## src/rtl/cfg_width_arbiter_if.sv

```systemverilog
// Bundle between the two config requesters and cfg_width_arbiter.
// req[i] is a level held until ack[i] or nack[i] pulses for one cycle; wdata must be stable while req is high.
interface cfg_width_arbiter_if #(
    parameter int DW    = 32,
    parameter int WIDTH = 1
);
    logic [1:0]       req;
    logic [DW-1:0]    wdata0;
    logic [DW-1:0]    wdata1;
    logic [1:0]       ack;
    logic [1:0]       nack;
    logic [WIDTH-1:0] cfg_out;
    logic             cfg_upd;
    logic             err_sticky;
    logic [7:0]       err_cnt;
    logic             err_clr;
    logic [1:0]       dbg_state;

    modport master (
        output req, wdata0, wdata1, err_clr,
        input  ack, nack, cfg_out, cfg_upd, err_sticky, err_cnt, dbg_state
    );

    modport slave (
        input  req, wdata0, wdata1, err_clr,
        output ack, nack, cfg_out, cfg_upd, err_sticky, err_cnt, dbg_state
    );
endinterface

```

## src/rtl/cfg_width_arbiter.sv

```systemverilog
// Round-robin arbiter of two config writers onto a WIDTH-bit register.
// Writes whose value does not fit in WIDTH bits are rejected and counted instead of truncated.
module cfg_width_arbiter #(
    parameter int               WIDTH     = 1,
    parameter int               DW        = 32,
    parameter logic [WIDTH-1:0] RESET_VAL = '0
) (
    input  logic                clk,
    input  logic                rst_n,
    cfg_width_arbiter_if.slave  bus
);

    typedef enum logic [1:0] {
        IDLE  = 2'd0,
        CHECK = 2'd1,
        RESP  = 2'd2,
        WAIT  = 2'd3
    } state_t;

    state_t          state;
    state_t          state_nx;
    logic            rr_last;
    logic            win;
    logic            grant;
    logic [DW-1:0]   lat_data;
    logic            fits;
    logic            reject;
    logic [1:0]      win_onehot;

    // Ties go to whichever requester was not granted last.
    always_comb begin
        grant = 1'b0;
        case (bus.req)
            2'b10:   grant = 1'b1;
            2'b11:   grant = ~rr_last;
            default: grant = 1'b0;
        endcase
    end

    // Shifting by WIDTH leaves zero when WIDTH == DW, so full-width writes always fit.
    assign fits       = ((lat_data >> WIDTH) == '0);
    assign reject     = (state == CHECK) && !fits;
    assign win_onehot = win ? 2'b10 : 2'b01;

    always_comb begin
        state_nx = state;
        case (state)
            IDLE:    if (bus.req != 2'b00) state_nx = CHECK;
            CHECK:   state_nx = RESP;
            RESP:    state_nx = WAIT;
            WAIT:    state_nx = IDLE;
            default: state_nx = IDLE;
        endcase
    end

    always_ff @(posedge clk or negedge rst_n) begin
        if (!rst_n) begin
            state    <= IDLE;
            rr_last  <= 1'b1;
            win      <= 1'b0;
            lat_data <= '0;
        end else begin
            state <= state_nx;
            if (state == IDLE && bus.req != 2'b00) begin
                win      <= grant;
                rr_last  <= grant;
                lat_data <= grant ? bus.wdata1 : bus.wdata0;
            end
        end
    end

    // Response outputs are registered on the CHECK->RESP edge, so they are high exactly during RESP.
    always_ff @(posedge clk or negedge rst_n) begin
        if (!rst_n) begin
            bus.ack     <= '0;
            bus.nack    <= '0;
            bus.cfg_upd <= 1'b0;
            bus.cfg_out <= RESET_VAL;
        end else begin
            bus.ack     <= '0;
            bus.nack    <= '0;
            bus.cfg_upd <= 1'b0;
            if (state == CHECK) begin
                if (fits) begin
                    bus.ack     <= win_onehot;
                    bus.cfg_upd <= 1'b1;
                    bus.cfg_out <= lat_data[WIDTH-1:0];
                end else begin
                    bus.nack    <= win_onehot;
                end
            end
        end
    end

    // A reject landing on the same edge as a clear wins, leaving a count of one.
    always_ff @(posedge clk or negedge rst_n) begin
        if (!rst_n) begin
            bus.err_sticky <= 1'b0;
            bus.err_cnt    <= '0;
        end else if (bus.err_clr || reject) begin
            bus.err_sticky <= reject;
            if (bus.err_clr)
                bus.err_cnt <= {7'd0, reject};
            else if (bus.err_cnt != 8'hFF)
                bus.err_cnt <= bus.err_cnt + 8'd1;
        end
    end

    assign bus.dbg_state = state;

endmodule
```

## src/flat_wrapper.sv

```systemverilog
// flat-port wrapper written by rule: the top's interface ports become plain ports
module cfg_width_arbiter_flat 
#(
    parameter int               WIDTH     = 1,
    parameter int               DW        = 32,
    parameter logic [WIDTH-1:0] RESET_VAL = '0
)
  (clk, rst_n, bus_req, bus_wdata0, bus_wdata1, bus_err_clr, bus_ack, bus_nack, bus_cfg_out, bus_cfg_upd, bus_err_sticky, bus_err_cnt, bus_dbg_state);
  cfg_width_arbiter_if #(.DW(DW), .WIDTH(WIDTH)) bus_i ();
  input  logic clk;
  input  logic rst_n;
  input wire logic [$bits(bus_i.req)-1:0] bus_req;
  input wire logic [$bits(bus_i.wdata0)-1:0] bus_wdata0;
  input wire logic [$bits(bus_i.wdata1)-1:0] bus_wdata1;
  input wire logic [$bits(bus_i.err_clr)-1:0] bus_err_clr;
  output wire logic [$bits(bus_i.ack)-1:0] bus_ack;
  output wire logic [$bits(bus_i.nack)-1:0] bus_nack;
  output wire logic [$bits(bus_i.cfg_out)-1:0] bus_cfg_out;
  output wire logic [$bits(bus_i.cfg_upd)-1:0] bus_cfg_upd;
  output wire logic [$bits(bus_i.err_sticky)-1:0] bus_err_sticky;
  output wire logic [$bits(bus_i.err_cnt)-1:0] bus_err_cnt;
  output wire logic [$bits(bus_i.dbg_state)-1:0] bus_dbg_state;
  assign bus_i.req = bus_req;
  assign bus_i.wdata0 = bus_wdata0;
  assign bus_i.wdata1 = bus_wdata1;
  assign bus_i.err_clr = bus_err_clr;
  assign bus_ack = bus_i.ack;
  assign bus_nack = bus_i.nack;
  assign bus_cfg_out = bus_i.cfg_out;
  assign bus_cfg_upd = bus_i.cfg_upd;
  assign bus_err_sticky = bus_i.err_sticky;
  assign bus_err_cnt = bus_i.err_cnt;
  assign bus_dbg_state = bus_i.dbg_state;
  cfg_width_arbiter #(.WIDTH(WIDTH), .DW(DW), .RESET_VAL(RESET_VAL)) u_core (.clk(clk), .rst_n(rst_n), .bus(bus_i));
endmodule
```

## config.mk

```make
export PLATFORM = sky130hd
export DESIGN_NAME = cfg_width_arbiter_flat
export DESIGN_NICKNAME = d
export VERILOG_FILES = /design/src/rtl/cfg_width_arbiter_if.sv /design/src/rtl/cfg_width_arbiter.sv /design/src/flat_wrapper.sv
export SDC_FILE = /design/constraint.sdc
export NUM_CORES = 1
export LEC_CHECK = 0
export ABC_AREA = 1
export BUFFER_PORTS_ARGS = -buffer_cell sky130_fd_sc_hd__buf_2
export CAP_MARGIN = 20
export CORE_UTILIZATION = 30
export CTS_BUF_LIST = sky130_fd_sc_hd__clkbuf_4 sky130_fd_sc_hd__clkbuf_8
export DETAILED_ROUTE_END_ITERATION = 10
export SETUP_SLACK_MARGIN = 0.3
export SYNTH_ARGS = -nofsm -noshare
export SYNTH_HDL_FRONTEND = slang
export SYNTH_SLANG_ARGS = --single-unit
```

## constraint.sdc

```tcl
create_clock -name clk -period 1.93 [get_ports clk]
set_input_delay 0.2895 -clock clk [delete_from_list [all_inputs] [get_ports clk]]
set_output_delay 0.2895 -clock clk [all_outputs]
set_load 0.005 [all_outputs]
```

==> results, run 1 <==
- The floorplan has 33 rows.
- The run finished with clean final reports.
- After clock tree synthesis, the clock-pin slew on the worst setup and hold paths is 90 ps.
- The worst ir drop on vdd is 0.446 mV.
- The largest family of logic cells by synthesized area is simple AND/OR/NAND/NOR gates.
- The overall overflow remaining after global route is 0.
- The first global-routing pass estimated 9.35 mm of wire.
- The clock sink total is 51.
- For this block, the initial DRC count from the detailed router was 90.
- The count of cells along the worst hold path is 3.
- The number of endpoints with negative hold slack in the final report was 0.
- Across every metal layer, demand over resource in global routing totals 13.7%.
- The number of buffer and inverter instances along the worst setup path is 3.
- The layout cell share with drive strength beyond 1 is 27.7%.
- Once the floorplan was initialized, standard cells occupied 30.8% of the core.
- For this run, the number of standard cells in the final layout without fillers is 509.
- The critical path endpoint category is a flop.
- After detailed routing, the number of remaining DRC violations is 0.
- Summing the areas of all compound-gate instances in the mapped netlist gives 10.3% of the synthesized area.
- The cell family contributing the most delay on the critical path is buffers and inverters.
- The cell count after placement is 496.
- After technology mapping, the gate count stands at 316.
- The number of pins exceeding their max-slew limit in the final report is 0.
- Derived from the worst setup path, the maximum achievable clock frequency is 0.650 GHz.
- The worst clock skew is 6.81 ps.
- The number of different library cells in the post-synthesis netlist is 27.
- Yosys printed 0 warnings.
- Counting flops and latches in the post-synthesis netlist gives 51.
- The sum of net half-perimeters after detailed placement is 4.21 mm.
- In this run the tool buffered the top-level ports with 85 buffer cells.
- STA puts the critical path data required time at 2150 ps.
- The root buffer cell chosen for the clock tree is sky130_fd_sc_hd__clkbuf_8.
- The largest area contributor in the synthesized netlist is sky130_fd_sc_hd__dfrtp_1.
- The routed layout has 2289 vias.
- The per-cell routed wire length is 11.2 um.
- The vertical die dimension is 93.6 um.
- The detail route stage leaves a number of antenna-violating nets equal to 0.
- The most prevalent standard cell on the critical path is sky130_fd_sc_hd__inv_1.
- The top cell type by area accounts for 49.8% of the synthesized area.
- The worst setup slack for register-to-register paths is 390 ps.
- Summing the areas of all fa, ha and maj instances in the mapped netlist gives 1.99% of the synthesized area.
- The min-delay analysis places its worst path in the category in2reg.
- The worst reg2reg path startpoint is u_core.bus.dbg_state[0].
- Counting along the longest clock path gives a buffer depth of 2.
- The area of the placeable core is 8180 sq um.
- After synthesis, the mean cell area works out to 7.96 sq um.
- The mux contribution to synthesized area is 0%.
- During I/O placement, the number of pins put on the boundary was 86.
- The ratio of final minimum period to clock period is 79.7%.
- Before antenna repair, the detailed router went through 4 iterations.
- The number of antenna violations at the first check in global routing is 0.
- The global placement routability congestion is 0.807.
- The analysis attributes to cell leakage a power of 1.68 nW.
- Data on the critical path arrives at its endpoint at 1760 ps.
- The die covers 8750 sq um.
- The transition time of the tightest slew-check pin is 494 ps.
- Entering global routing, the biggest net connects 41 pins.
- The via-per-instance ratio is 4.50.
- Setup repair after global routing could not meet its margin everywhere.
- Yosys attributes the largest share of cell area to sky130_fd_sc_hd__dfrtp_1, sky130_fd_sc_hd__nand2_1, sky130_fd_sc_hd__nor2_1.
- The total length of routed wires is 5.72 mm.
- Clock latency on the worst-skew pair, taken at its later pin, is 310 ps.
- The worst reg2reg path endpoint is u_core.lat_data[7].
- Counting I/O delays and the setup requirement, the final critical path takes 1540 ps.
- The number of nets in the layout is 476.
- The startpoint type of the worst setup path is a flop.
- The cell area that synthesis handed to floorplanning was 2510 sq um.
- The max-slew headroom at the worst pin is 67.1%.
- Of all nets on the critical path, the largest fanout is 25.
- Leaving out fill and tap cells, the most frequent cells in the layout are sky130_fd_sc_hd__nand2_1, sky130_fd_sc_hd__buf_2, sky130_fd_sc_hd__nor2_1.
- The power density of the placed cells is 1190 nW/um^2.
- The total negative slack for setup checks is 0 ps.
- The number of levels in the clock H-tree is 2.
- The number of nets in the synthesized netlist is 389.
- The die width is 93.6 um.
- The via count of the first global-routing pass was 2106.
- The number of inserted diodes is 0.
- Counting cells, the worst reg-to-reg path comes to 7.
- TritonCTS built the clock tree.
- Setup violations remaining at the end of the flow were counted as 0.
- After Yosys synthesis, XOR and XNOR cells account for 1.04% of the synthesized area.
- The area added between synthesis and finish is 28.3%.
- The worst setup path is of the reg2reg kind.
- The largest individual stage delay along the critical path comes from the cell sky130_fd_sc_hd__dfrtp_1.
- For this run, the slowest stage of the critical path takes 410 ps.
- The max-capacitance violation count is 0.
- Leaving out fill and tap cells, the most frequent cell in the layout is sky130_fd_sc_hd__nand2_1.
- In this run the most critical hold path is launched from bus_wdata1[13].
- The total CTS buffers is 5.
- The worst hold path terminates at u_core.lat_data[13].
- The area share of and/or/nand/nor cells after synthesis is 30.4%.
- Walking the worst path, the cells encountered are inv_1 -> ha_1 -> inv_1 -> nor2_4 -> buf_4 -> nor2_1 -> a31oi_1.
- Sequential cells were found to cover 50.8% of the synthesized design area.
-- metal layers --
layer | global-route usage [%] | share of wire [%] | vias up
met5 | 0 | 0 | -
met3 | 3.82 | 5.8 | 6
met2 | 24.0 | 48 | 67
li1 | - | - | 1207
met1 | 16.7 | 45 | 1009
met4 | 3.08 | 0.79 | 0
-- registers in the layout, indices dropped and copies added, names as in the netlist --
name,flops
u_core.bus.nack,2
u_core.bus.cfg_upd,1
u_core.bus.cfg_out,1
u_core.win,1
u_core.rr_last,1
u_core.lat_data,32
u_core.bus.ack,2
u_core.bus.dbg_state,2
u_core.bus.err_sticky,1
u_core.bus.err_cnt,8
-- kinds of logic (layout without fill, tap and decap cells) --
group	count (synthesis)	in the layout
AND/OR/NAND/NOR	184	184
AO/OA/AOI/OAI	42	42
XOR/XNOR	3	3
flip-flops	51	51
adder cells (fa/ha/maj)	4	4
buffers and inverters	32	120
-- cell type report --
type / count / area [sq um]
fill: 859 / 4950
sequential: 51 / 1280
multi-input combinational: 233 / 1110
timing repair buffer: 95 / 523
tap: 105 / 131
clock buffer: 6 / 82.6
inverter: 17 / 66.3
clock inverter: 2 / 35.0
-- metrics by stage --
stage / hold slack (ps) / utilization [%] / cell area [sq um] / power (W) / worst slack [ps]
4_1_cts: 210 / 39.0 / 3190 / 0.00386 / 349
6_report: 222 / 39.5 / 3230 / 0.00384 / 392
3_3_place_gp: 287 / 37.4 / 3060 / 0.00303 / 393
3_5_place_dp: 290 / 37.4 / 3060 / 0.00306 / 325
5_1_grt: 212 / 39.5 / 3230 / 0.00420 / 261
2_1_floorplan: -6.09 / - / 2510 / 0.00267 / 498
-- power by group --
part           internal [W]  total, W  switching, W  leakage (nW)
clock              0.000420  0.000771      0.000351        0.0612
sequential          0.00150   0.00172      0.000217         0.610
combinational      0.000574   0.00135      0.000779          1.01
total               0.00249   0.00384       0.00135          1.68
-- synthesized netlist by cell type, drive strengths merged --
master,instances
o21bai,1
dfstp,1
a31o,1
a31oi,30
nor3b,1
nor3,1
a21o,1
o22ai,2
nand2,97
inv,17
xor2,3
o21ai,5
nand4,7
ha,4
dfrtp,50
nor2,66
buf,11
nand3,12
a21oi,2
clkbuf,4
-- tightest hold or removal path, cell delays in order --
cell and delay, ps:
sky130_fd_sc_hd__buf_2 90, sky130_fd_sc_hd__nand2_1 50, sky130_fd_sc_hd__a31oi_1 60
-- repair_timing --
item                                   4_1_cts  5_1_grt
gates resized for setup                      1        4
buffers inserted                             0        4
pin swaps                                    0        1
setup endpoints to repair                    1       22
hold buffers                                 1        0
endpoints found under the hold margin       19        0
-- how the worst max path moves through the flow --
stage / cells past startpoint / to / start
floorplan: 8 / u_core.lat_data[1] / u_core.bus.dbg_state[0]
global placement: 7 / u_core.lat_data[0] / u_core.bus.dbg_state[0]
detailed placement: 7 / u_core.lat_data[31] / u_core.bus.dbg_state[0]
CTS: 7 / u_core.bus.err_cnt[5] / u_core.bus.err_cnt[0]
global route: 8 / u_core.bus.err_cnt[0] / u_core.bus.err_cnt[0]
finish: 7 / u_core.lat_data[7] / u_core.bus.dbg_state[0]
(Power assumes the default switching activity.)
==> run 2: changes to the inputs <==
--- a/config.mk
+++ b/config.mk
@@ -5,7 +5,7 @@
 export SDC_FILE = /design/constraint.sdc
 export NUM_CORES = 1
 export LEC_CHECK = 0
-export ABC_AREA = 1
+export ABC_AREA = 0
 export BUFFER_PORTS_ARGS = -buffer_cell sky130_fd_sc_hd__buf_2
 export CAP_MARGIN = 20
 export CORE_UTILIZATION = 30
==> constraint.sdc (replaced) <==
create_clock -name clk -period 1.3 [get_ports clk]
set_input_delay 0.195 -clock clk [delete_from_list [all_inputs] [get_ports clk]]
set_output_delay 0.195 -clock clk [all_outputs]
set_load 0.005 [all_outputs]
==> run 2 against run 1 <==
Net effect:
- the run now ends with negative setup slack left
- non-clock buffer count rose by 64
- synthesized cell count down 25%
- via count is 2.4% higher
==> results, run 2 <==
- The flow ran to the end, but the final reports show violations.
- The post-route antenna net violation count is 0 (unchanged).
- The fmax was 0.568 GHz (-13%).
- The post-route worst setup slack is -460 ps (-852 ps).
- The area of the placeable core is 7730 sq um (-5.5%).
- The final-report setup violation count is 52 (+52).
- The total power consumption of the routed design was 0.00824 W (+110%).
- The number of I/O port buffers is 85 (unchanged).
- The area added between synthesis and finish is 80.5%.
- The path depth of the worst reg2reg path came to 6 (-1).
- The number of flip-flops in the largest register is 32 (unchanged).
- The count of cells along the worst hold path is 3 (unchanged).
- The cell area after technology mapping is 2410 sq um (-4.3%).
- The pin count of the biggest net entering global routing is 41 (unchanged).
- The post-synthesis register bit count came to 51 (unchanged).
- The leakage power of the design is 2.07 nW (+23%).
- The top cell types in the final layout, fill and taps aside, are sky130_fd_sc_hd__buf_2, sky130_fd_sc_hd__dfrtp_1, sky130_fd_sc_hd__buf_6.
- The starting density of the core is 31.2% (+0.39 points).
- The vertical die dimension is 91.6 um (-2.1%).
- The transition time of the tightest slew-check pin is 388 ps (-107 ps).
- The overall overflow remaining after global route is 0 (unchanged).
- In the synthesized netlist the dominant register cell turns out to be sky130_fd_sc_hd__dfrtp_1.
- The worst clock skew is 11.6 ps (+4.77 ps).
- The per-instance average area after synthesis is 10.2 sq um (+28%).
- The via-per-instance ratio is 4.74 (+5.3%).
- Setup repair after global routing could not meet its margin everywhere.
- The number of instances in the synthesized netlist was 237 (-25%).
- The ratio of final minimum period to clock period is 135% (+56 points).
- The largest total area in the synthesized netlist belongs to sky130_fd_sc_hd__dfrtp_1.
- The worst path arrival time is 1950 ps (+190 ps).
- The via count of the first global-routing pass was 2311 (+9.7%).
- The worst endpoint required time came to 1490 ps (-660 ps).
- The layout cell share with drive strength beyond 1 is 64.4% (+37 points).
- The startpoint type of the worst setup path is a flop.
- The number of nets in the synthesized netlist came to 310 (-20%).
- The minimum period implied by the final worst setup slack is 1760 ps (+222 ps).
- The number of inserted diodes is 0 (unchanged).
- The die area is 8390 sq um (-4.2%).
- The number of endpoints with negative hold slack in the final report is 0 (unchanged).
- The number of antenna violations at the first check in global routing is 0 (unchanged).
- The number of nets in the layout is 465 (-2.3%).
- In the synthesized netlist, the cells that appear most often are sky130_fd_sc_hd__dfrtp_1, sky130_fd_sc_hd__nand2_1, sky130_fd_sc_hd__o21ai_0.
- The TritonCTS clock tree is built.
- The most common cell in the netlist is sky130_fd_sc_hd__dfrtp_1.
- The worst ir drop on vdd is 0.844 mV (+89%).
- The checks that failed: negative setup slack.
- The global-route usage over all layers is 17.1% (+3.4 points).
- The critical path class is reg2reg.
- The worst slack at placement is -500 ps (-825 ps).
- The root buffer cell chosen for the clock tree is sky130_fd_sc_hd__clkbuf_8.
- The number of warning messages in the yosys log is 0 (unchanged).
- Traced cell by cell, the critical path runs through nor4_4 -> nand4_1 -> buf_4 -> o21ai_4 -> o21bai_1 -> nand2_1.
- The sum of net half-perimeters after detailed placement is 4.24 mm (+0.62%).
- The min-delay analysis places its worst path in the category in2reg.
- The share of flip-flops with an asynchronous set or reset was 100% (unchanged).
- The die width is 91.6 um (-2.1%).
- The number of ports placed on the die boundary is 86 (unchanged).
- The number of enable-type register cells in the synthesized netlist is 0 (unchanged).
- The number of core rows is 32 (-3.0%).
- The clock slew seen by the registers of the worst setup and hold paths is 100 ps (about the same).
- The sequential element share of the synthesized area is 53.1% (+2.3 points).
- The total length of routed wires is 7.26 mm (+27%).
- The max-capacitance violation count is 0 (unchanged).
- Among all stages on the critical path, the largest delay is contributed by sky130_fd_sc_hd__dfrtp_1.
- In the final layout, the registers with the most flip-flops are u_core.lat_data x32, u_core.bus.err_cnt x8.
- The final-layout fill cell count was 650 (-24%).
- Ranked by total cell area, the synthesized netlist is headed by sky130_fd_sc_hd__dfrtp_1, sky130_fd_sc_hd__mux2i_1, sky130_fd_sc_hd__o21ai_0.
- The first-iteration detailed-routing DRC count is 73 (-19%).
- The later-pin clock latency in the skew report is 310 ps (about the same).
- The number of pins exceeding their max-slew limit in the final report is 0 (unchanged).
- The number of iterations in the first detailed-routing pass is 4 (unchanged).
- The critical path endpoint category is a flop.
- The total CTS buffers was 5 (unchanged).
- The clock sink total is 51 (unchanged).
- The largest stage delay on the critical path is 430 ps (+20 ps).
- The share of the synthesized area in the top cell type is 52.0% (+2.2 points).
- The power density of the placed cells is 1900 nW/um^2 (+59%).
- The placed instance area came to 3280 sq um (+7.4%).
- The number of different library cells in the post-synthesis netlist is 30 (+11%).
- The number of levels in the clock H-tree is 2 (unchanged).
- The global placement routability congestion came to 0.797 (-1.3%).
- The register with the most flip-flops in the final layout is u_core.lat_data.
- The library cell used most frequently in the layout, excluding fill and tap cells, is sky130_fd_sc_hd__buf_2.
- The total via count after detailed routing was 2344 (+2.4%).
- The maximum clock path buffer count is 2 (unchanged).
- The max-slew headroom at the worst pin is 74.1% (+7.0 points).
- The maximum fanout encountered on the critical timing path came to 6 (-76%).
- The first-pass GRT wire length came to 11.1 mm (+19%).
- The per-cell routed wire length came to 14.7 um (+31%).
- The area of all placed cells without fillers is 4340 sq um (+35%).
- The post-route DRC violation count is 0 (unchanged).
## run 2: cell types whose count changed after synthesis, sizes merged, moves of 5 or more
cell,change
nand2,-59
nand4,-5
nor4,+8
inv,-10
nor2,-55
a31oi,-28
nand3,-9
mux2i,+32
clkbuf,+5
o21ai,+35
buf,-7
## run 2: repair_timing
action | in CTS | in global routing
setup buffers | 11 | 9
hold endpoints to repair | 11 | 0
hold buffers | 1 | 0
endpoints found under the setup margin | 66 | 68
pin swaps | 17 | 19
resized for setup | 80 | 71
gates cloned | 9 | 5
## run 2: layout make-up
class	count	area [sq um]	share of cell area (%)
Multi-Input combinational cell	168	1480	34.1
Clock inverter	1	8.76	0.202
Inverter	7	28.8	0.662
Sequential cell	51	1280	29.4
Clock buffer	7	90.1	2.07
Timing Repair Buffer	159	1330	30.6
Tap cell	102	128	2.94
## run 2: kinds of logic (layout without fill, tap and decap cells)
| family | Yosys count | in the layout | synth area share [%] |
|---|---|---|---|
| AND/OR/NAND/NOR | 74 | 74 | 14.4 |
| AO/OA/AOI/OAI | 52 | 54 | 11.7 |
| flip-flops | 51 | 51 | 53.1 |
| multiplexers | 35 | 35 | 14.7 |
| buffers and inverters | 20 | 174 | 3.59 |
| adder cells (fa/ha/maj) | 4 | 4 | 2.08 |
| XOR/XNOR | 1 | 1 | 0.364 |
## run 2: power breakdown
| group | switching [W] | internal [W] | total, W |
|---|---|---|---|
| Combinational | 0.00193 | 0.00255 | 0.00448 |
| Clock | 0.000540 | 0.000459 | 0.000999 |
| Sequential | 0.000544 | 0.00222 | 0.00276 |
| Total | 0.00301 | 0.00523 | 0.00824 |
## run 2: worst paths after layout
check	from	end	slack, ps
worst max-delay path	u_core.lat_data[11]	u_core.bus.err_cnt[0]	-460
worst min-delay path	bus_wdata0[19]	u_core.lat_data[19]	150
worst max register to register	u_core.lat_data[11]	u_core.bus.err_cnt[0]	-460
worst min register to register	u_core.lat_data[0]	u_core.lat_data[0]	500
max in group asynchronous	rst_n	u_core.rr_last	420
min in group asynchronous	rst_n	u_core.bus.ack[0]	330
## run 2: critical path, delay by kind of cell (launching register included)
kind	cells	cell delay (ps)
flops	1	430
compound gates	2	380
simple gates	3	610
buf+inv	1	220
## run 2: metal layers
layer | part of all wire, % | GRT usage [%]
met4 | 0.66 | 3.97
met5 | 0 | 0
met1 | 46 | 22.2
met3 | 3.6 | 3.85
met2 | 50 | 28.8
## run 2: per-stage QoR
| step | setup TNS (ps) | utilization (%) | hold WS, ps | instances |
|---|---|---|---|---|
| 2_1_floorplan | -1970 | - | -101 | 237 |
| 3_3_place_gp | -6580 | 42.5 | 94.0 | 452 |
| 3_5_place_dp | -6160 | 42.5 | 98.7 | 452 |
| 4_1_cts | -9940 | 51.6 | 151 | 481 |
| 5_1_grt | -14810 | 56.2 | 158 | 495 |
| 6_report | -11220 | 56.2 | 152 | 495 |
